## src/rtl/muldiv_unit.sv

```systemverilog
`default_nettype none
// ============================================================================
//  Module      : muldiv_unit
//  Description : Iterative unsigned multiply/divide unit. One result bit per
//                clock: shift-add multiply into a 2*WIDTH product register,
//                restoring shift-subtract divide. Sits between the register
//                file read ports and the writeback mux.
//  Revision    : 1.0  initial release
// ============================================================================
module muldiv_unit #(
  parameter int WIDTH = 16
) (
  input  logic             Clk,
  input  logic             Rst,
  input  logic             Start,
  input  logic [1:0]       Op,
  input  logic [WIDTH-1:0] OperandA,
  input  logic [WIDTH-1:0] OperandB,
  input  logic [3:0]       DestReg,
  output logic             Busy,
  output logic             Done,
  output logic [WIDTH-1:0] Result,
  output logic [3:0]       ResultReg,
  output logic             DivByZero
);

  localparam int              CW        = (WIDTH > 1) ? $clog2(WIDTH) : 1;
  localparam logic [CW-1:0]   LAST_ITER = CW'(WIDTH - 1);
  localparam logic [1:0]      OP_MULLO  = 2'b00;
  localparam logic [1:0]      OP_MULHI  = 2'b01;
  localparam logic [1:0]      OP_DIVU   = 2'b10;
  localparam logic [1:0]      OP_REMU   = 2'b11;

  typedef enum logic [1:0] {
    ST_IDLE = 2'd0,
    ST_RUN  = 2'd1,
    ST_DONE = 2'd2
  } state_t;

  state_t               state;
  state_t               next_state;
  logic                 accept;
  logic                 last_step;

  logic [CW-1:0]        cnt;
  logic [1:0]           op_q;
  logic [3:0]           dest_q;
  logic [WIDTH-1:0]     mcand;
  logic [WIDTH-1:0]     divisor;
  logic [2*WIDTH-1:0]   prod;
  logic [WIDTH-1:0]     rem;
  logic [WIDTH-1:0]     quo;

  logic [WIDTH:0]       mul_sum;
  logic [2*WIDTH-1:0]   prod_next;
  logic [WIDTH:0]       div_shift;
  logic                 div_ge;
  logic [WIDTH-1:0]     div_diff;
  logic [WIDTH-1:0]     rem_next;
  logic [WIDTH-1:0]     quo_next;
  logic [WIDTH-1:0]     sel_result;

  // State register; reset wins over any pending request.
  always_ff @(posedge Clk) begin
    if (Rst) begin
      state <= ST_IDLE;
    end else begin
      state <= next_state;
    end
  end

  // Next-state decode, accept qualification and status outputs.
  always_comb begin
    next_state = state;
    accept     = 1'b0;
    last_step  = 1'b0;
    Busy       = 1'b0;
    Done       = 1'b0;
    case (state)
      ST_IDLE: begin
        if (Start) begin
          accept     = 1'b1;
          next_state = ST_RUN;
        end
      end
      ST_RUN: begin
        Busy = 1'b1;
        if (cnt == LAST_ITER) begin
          last_step  = 1'b1;
          next_state = ST_DONE;
        end
      end
      ST_DONE: begin
        Done = 1'b1;
        if (Start) begin
          accept     = 1'b1;
          next_state = ST_RUN;
        end else begin
          next_state = ST_IDLE;
        end
      end
      default: begin
        next_state = ST_IDLE;
      end
    endcase
  end

  // One iteration of both datapaths; the captured Op only picks the result.
  // With a zero divisor every trial subtract succeeds, which naturally yields
  // an all-ones quotient and leaves the dividend as the remainder.
  always_comb begin
    mul_sum    = {1'b0, prod[2*WIDTH-1:WIDTH]} + (prod[0] ? {1'b0, mcand} : '0);
    prod_next  = {mul_sum, prod[WIDTH-1:1]};
    div_shift  = {rem, quo[WIDTH-1]};
    div_ge     = (div_shift >= {1'b0, divisor});
    div_diff   = div_shift[WIDTH-1:0] - divisor;
    rem_next   = div_ge ? div_diff : div_shift[WIDTH-1:0];
    quo_next   = {quo[WIDTH-2:0], div_ge};
    sel_result = '0;
    case (op_q)
      OP_MULLO: sel_result = prod_next[WIDTH-1:0];
      OP_MULHI: sel_result = prod_next[2*WIDTH-1:WIDTH];
      OP_DIVU:  sel_result = quo_next;
      OP_REMU:  sel_result = rem_next;
      default:  sel_result = '0;
    endcase
  end

  // Operand capture at accept, iteration while running, result load on the
  // final iteration edge; results stay put until the next completion.
  always_ff @(posedge Clk) begin
    if (Rst) begin
      cnt       <= '0;
      op_q      <= '0;
      dest_q    <= '0;
      mcand     <= '0;
      divisor   <= '0;
      prod      <= '0;
      rem       <= '0;
      quo       <= '0;
      Result    <= '0;
      ResultReg <= '0;
      DivByZero <= 1'b0;
    end else if (accept) begin
      cnt     <= '0;
      op_q    <= Op;
      dest_q  <= DestReg;
      mcand   <= OperandA;
      divisor <= OperandB;
      prod    <= {{WIDTH{1'b0}}, OperandB};
      rem     <= '0;
      quo     <= OperandA;
    end else if (state == ST_RUN) begin
      cnt  <= last_step ? '0 : cnt + CW'(1);
      prod <= prod_next;
      rem  <= rem_next;
      quo  <= quo_next;
      if (last_step) begin
        Result    <= sel_result;
        ResultReg <= dest_q;
        DivByZero <= op_q[1] && (divisor == '0);
      end
    end
  end

endmodule
`default_nettype wire

```

## config.mk

```make
export PLATFORM = sky130hd
export DESIGN_NAME = muldiv_unit
export DESIGN_NICKNAME = d
export VERILOG_FILES = /design/src/rtl/muldiv_unit.sv
export SDC_FILE = /design/constraint.sdc
export NUM_CORES = 1
export LEC_CHECK = 0
export CAP_MARGIN = 0
export CORE_MARGIN = 8
export CORE_UTILIZATION = 55
export CTS_CLUSTER_DIAMETER = 50
export DETAILED_ROUTE_END_ITERATION = 8
export PLACE_DENSITY = 0.88
export SYNTH_ARGS = -nofsm -noshare
export SYNTH_HDL_FRONTEND = slang
export SYNTH_SLANG_ARGS = --single-unit
```

## constraint.sdc

```tcl
create_clock -name Clk -period 3.4 [get_ports Clk]
set_clock_uncertainty 0.15 [all_clocks]
set_input_delay 0.51 -clock Clk [delete_from_list [all_inputs] [get_ports Clk]]
set_output_delay 0.51 -clock Clk [all_outputs]
set_load 0.01 [all_outputs]
```

==> flow_summary.yaml, run 1 <==
cts:
  clockRootBuffer: "clkbuf_16"
  cts_buffers: 17
  cts.htree.levels: 4
  cts.sinks: 129
  cts_hold_repair.buffers: 0
  clockBufferDepth: 2
  path_clk_slew_ns: 0.06
  cts_resized: 0
  cts_setup_buffers: 0
  clk_latency_ns: 0.42
  cts_tree: "built"
logic_synthesis:
  synth_simple_gate_area_share: 0.216
  ys_ff_latch: 129
  synth.area.mux_share: 0.0287
  synth_async_sr_flop_share: 0
  avgSynthCellArea_sq_um: 7.76
  seq_area_frac_synth: 0.377
  synthCells: 883
  synth_compound_area_frac: 0.225
  synthesis.area_sq_mm: 0.00685
  synth.net_count: 959
  yosysUniqueCellTypes: 55
  synth-xor-area-share: 0.0345
  yosys_warnings: 0
  synth_top_family_by_area: "compound AO/OA/AOI/OAI gates"
  synthAdderAreaFrac: 0.0661
  synth_edf_count: 0
  synthFlopType: "dfxtp_1"
setup_path:
  critPathRequiredTime_ns: 3.54
  endpoint_kind: "register"
  start_kind: "register"
  arrival_ns: 3.28
  reg2reg_to: "Result[3]$_SDFFE_PP0P_"
  worst-path-max-fanout: 9
  r2r_slack_ns: 0.26
  cp_slowest_stage_delay_ns: 0.45
  cp_slowest_cell: "ha_1"
  r2r-start: "divisor[11]$_SDFFE_PP0P_"
  critPathKind: "register to register"
  path_cells: "inv_1, ha_1, nand4_2, nor4_2, or3_1, o31a_1, buf_4, mux2i_1, a211o_1, o21ai_0"
  r2r_cells: 10
floorplan:
  die_h_microns: 128
  core_sq_mm: 0.0121
  num_rows: 40
  start_util: 0.568
  ioPinCount: 64
  die_w_microns: 128
  dieArea_sq_mm: 0.0163
timing:
  tightest_slew_ns: 0.840
  tns_ns: 0
  slew_headroom: 0.440
  fin_crit_sh: 0.923
  clock.fmax_mhz: 319
  rsz0062_at_grt: "false"
  drv_slew: 0
  period_needed_ns: 3.14
  hold_viol_final: 0
  finalSetupViolCount: 0
cells_and_area:
  seqCellArea_sq_mm: 0.00258
  final-instance-count-excl-fill: 1105
  n_antenna_cell: 0
  fin_nets: 1003
  fillers: 966
  area_delta_synth_final_pct: 19.4
  drive_gt1_frac: 0.0672
  multiInputGateArea_sq_mm: 0.00392
detailed_routing:
  drtIter0Drc: 610
  dr.pass1.iters: 5
  wl_per_cell_microns: 18.0
  drc_errors: 0
  drt_wl_total_microns: 19900
  via_count: 6672
  avgViaCountPerCell: 6.04
  antenna_left: 0
hold_path:
  worst_hold_path_type: "register to register"
  hold_path_depth: 2
  min_from: "Result[12]$_SDFFE_PP0P_"
  hold_path_end: "Result[12]$_SDFFE_PP0P_"
power:
  ir_drop_mv: 0.314
  power_density_mw_per_mm2: 546
  leakagePower_uw: 0.00315
placed_design:
  dp.cells: 1076
  gp_congestion: 0.913
  dpl.hpwl_microns: 13800
  portBuffers: 63
job:
  maxCapViolations: 0
grt:
  grt_pass1_vias: 6540
  grt_pass1_wl_microns: 32100
  overflow: 0
  antenna_found_initial: 0
  grt_max_degree: 74
  grt_usage: 0.246
outcome:
  status: "completed"
-- worst max-delay path: cells and delay by family (launching register included) --
family / cells / cell delay [ns]
buf+inv: 2 / 0.30
compound gates: 3 / 0.60
mux: 1 / 0.31
fa+ha+maj: 1 / 0.45
simple gates: 3 / 0.82
flops: 1 / 0.36
-- report_power, final --
group,switching (uW),internal (uW),total (uW)
logic,538,357,894
clock network,645,1270,1910
registers,68.6,1590,1660
-- how the worst max path moves through the flow --
stage | end | cells after the start | start | slack (ns)
finish | Result[3]$_SDFFE_PP0P_ | 10 | divisor[11]$_SDFFE_PP0P_ | 0.26
global route | Result[9]$_SDFFE_PP0P_ | 11 | divisor[11]$_SDFFE_PP0P_ | 0.05
CTS | Result[3]$_SDFFE_PP0P_ | 10 | divisor[11]$_SDFFE_PP0P_ | 0.30
detailed placement | Result[15]$_SDFFE_PP0P_ | 11 | prod[0]$_SDFFE_PP0P_ | 0.36
global placement | Result[15]$_SDFFE_PP0P_ | 11 | prod[0]$_SDFFE_PP0P_ | 0.42
floorplan | Result[15]$_SDFFE_PP0P_ | 12 | prod[0]$_SDFFE_PP0P_ | 0.43
-- cells in the final DEF, fill, tap and decap left out, types with 15 or more instances in the layout --
| cell type | synthesis | routed |
|---|---|---|
| a31oi_1 | 38 | 38 |
| and2_1 | 22 | 22 |
| nor2_1 | 60 | 59 |
| a21oi_1 | 98 | 98 |
| clkbuf_16 | 0 | 17 |
| clkdlybuf4s50_1 | 0 | 62 |
| inv_1 | 29 | 28 |
| o21ai_0 | 28 | 28 |
| nand2_1 | 198 | 198 |
| dfxtp_1 | 129 | 129 |
| buf_4 | 0 | 16 |
| a211oi_1 | 19 | 19 |
| ha_1 | 33 | 33 |
| xnor2_1 | 15 | 15 |
-- Yosys cell counts, types with 3 or more instances --
master    instances  share of area
a211o_1           6         0.0077
nand2_1         198           0.11
o211ai_1          4         0.0044
nand4_1           6         0.0055
nor3_1           12         0.0088
o221ai_1          6         0.0077
a31oi_1          38          0.035
o31a_1            3         0.0038
xnor2_1          15          0.019
a211oi_1         19          0.021
a21oi_1          98          0.072
a21o_1            8         0.0088
nand2b_1          8         0.0073
or3_1             3         0.0027
nand3_1          10         0.0073
o21ai_0          28          0.020
xor2_1           12          0.015
buf_6             4         0.0066
o21a_1            7         0.0077
nor2b_1           7         0.0064
mux2_2            5         0.0082
dfxtp_1         129           0.38
ha_1             33          0.060
nor4_1            6         0.0055
clkbuf_1         39          0.021
a22oi_1           3         0.0033
o21bai_1          5         0.0055
buf_2             3         0.0022
o22ai_1           4         0.0037
inv_1            29          0.016
and2_1           22          0.020
nor2_1           60          0.033
o21ai_1           6         0.0044
mux2i_1          14          0.020
buf_1             7         0.0038
-- metrics by stage --
| step | cell area (sq um) | total power, uW | hold slack (ns) | utilization | setup slack [ns] |
|---|---|---|---|---|---|
| floorplan | 6850 | 2340 | 0.282 | - | 0.426 |
| CTS | 8180 | 4450 | 0.303 | 0.678 | 0.299 |
| detailed placement | 7570 | 2550 | 0.294 | 0.627 | 0.360 |
| finish | 8180 | 4460 | 0.301 | 0.678 | 0.263 |
| global placement | 7570 | 2530 | 0.287 | 0.627 | 0.422 |
| global route | 8180 | 4620 | 0.319 | 0.678 | 0.0474 |
-- cell families after synthesis --
group / after synthesis
AOI/OAI and AO/OA: 249
xor gates and xnor gates: 27
adders and majority gates: 35
buffers and inverters: 83
DFF: 129
muxes: 19
and+or+nand+nor: 341
-- layer usage --
| metal | vias up | track usage | share of wire |
|---|---|---|---|
| met3 | 83 | 0.0549 | 0.082 |
| met4 | 0 | 0.145 | 0.046 |
| met2 | 334 | 0.401 | 0.46 |
| li1 | 3151 | - | - |
| met1 | 3104 | 0.294 | 0.42 |
| met5 | - | 0 | 0 |
-- registers in the layout, summed over array words and instances (netlist names) --
| signal | count |
|---|---|
| op_q | 2 |
| prod | 32 |
| dest_q | 4 |
| ResultReg | 4 |
| quo | 16 |
| state | 2 |
| cnt | 4 |
| DivByZero | 1 |
| Result | 16 |
| divisor | 16 |
| rem | 16 |
| mcand | 16 |
-- cell type report --
class | instances | share of cell area
well taps | 168 | 0.0257
flip-flops and latches | 129 | 0.316
repair buffers | 79 | 0.0912
clock buffers | 23 | 0.0585
inverters | 29 | 0.0133
multi-input cells | 671 | 0.479
clock inverters | 6 | 0.0159
Power figures use the tool's default switching activity.
==> run 2: changes to the inputs <==
SKIP_CTS_REPAIR_TIMING = 1   (was unset)
==> results of run 2 <==
The final DEF is identical to that of run 1; final timing and power are the same.
==> run 3: changes to the inputs <==
SKIP_LAST_GASP = 1   (was unset)
==> results of run 3 <==
The final DEF is identical to that of run 1; final timing and power are the same.
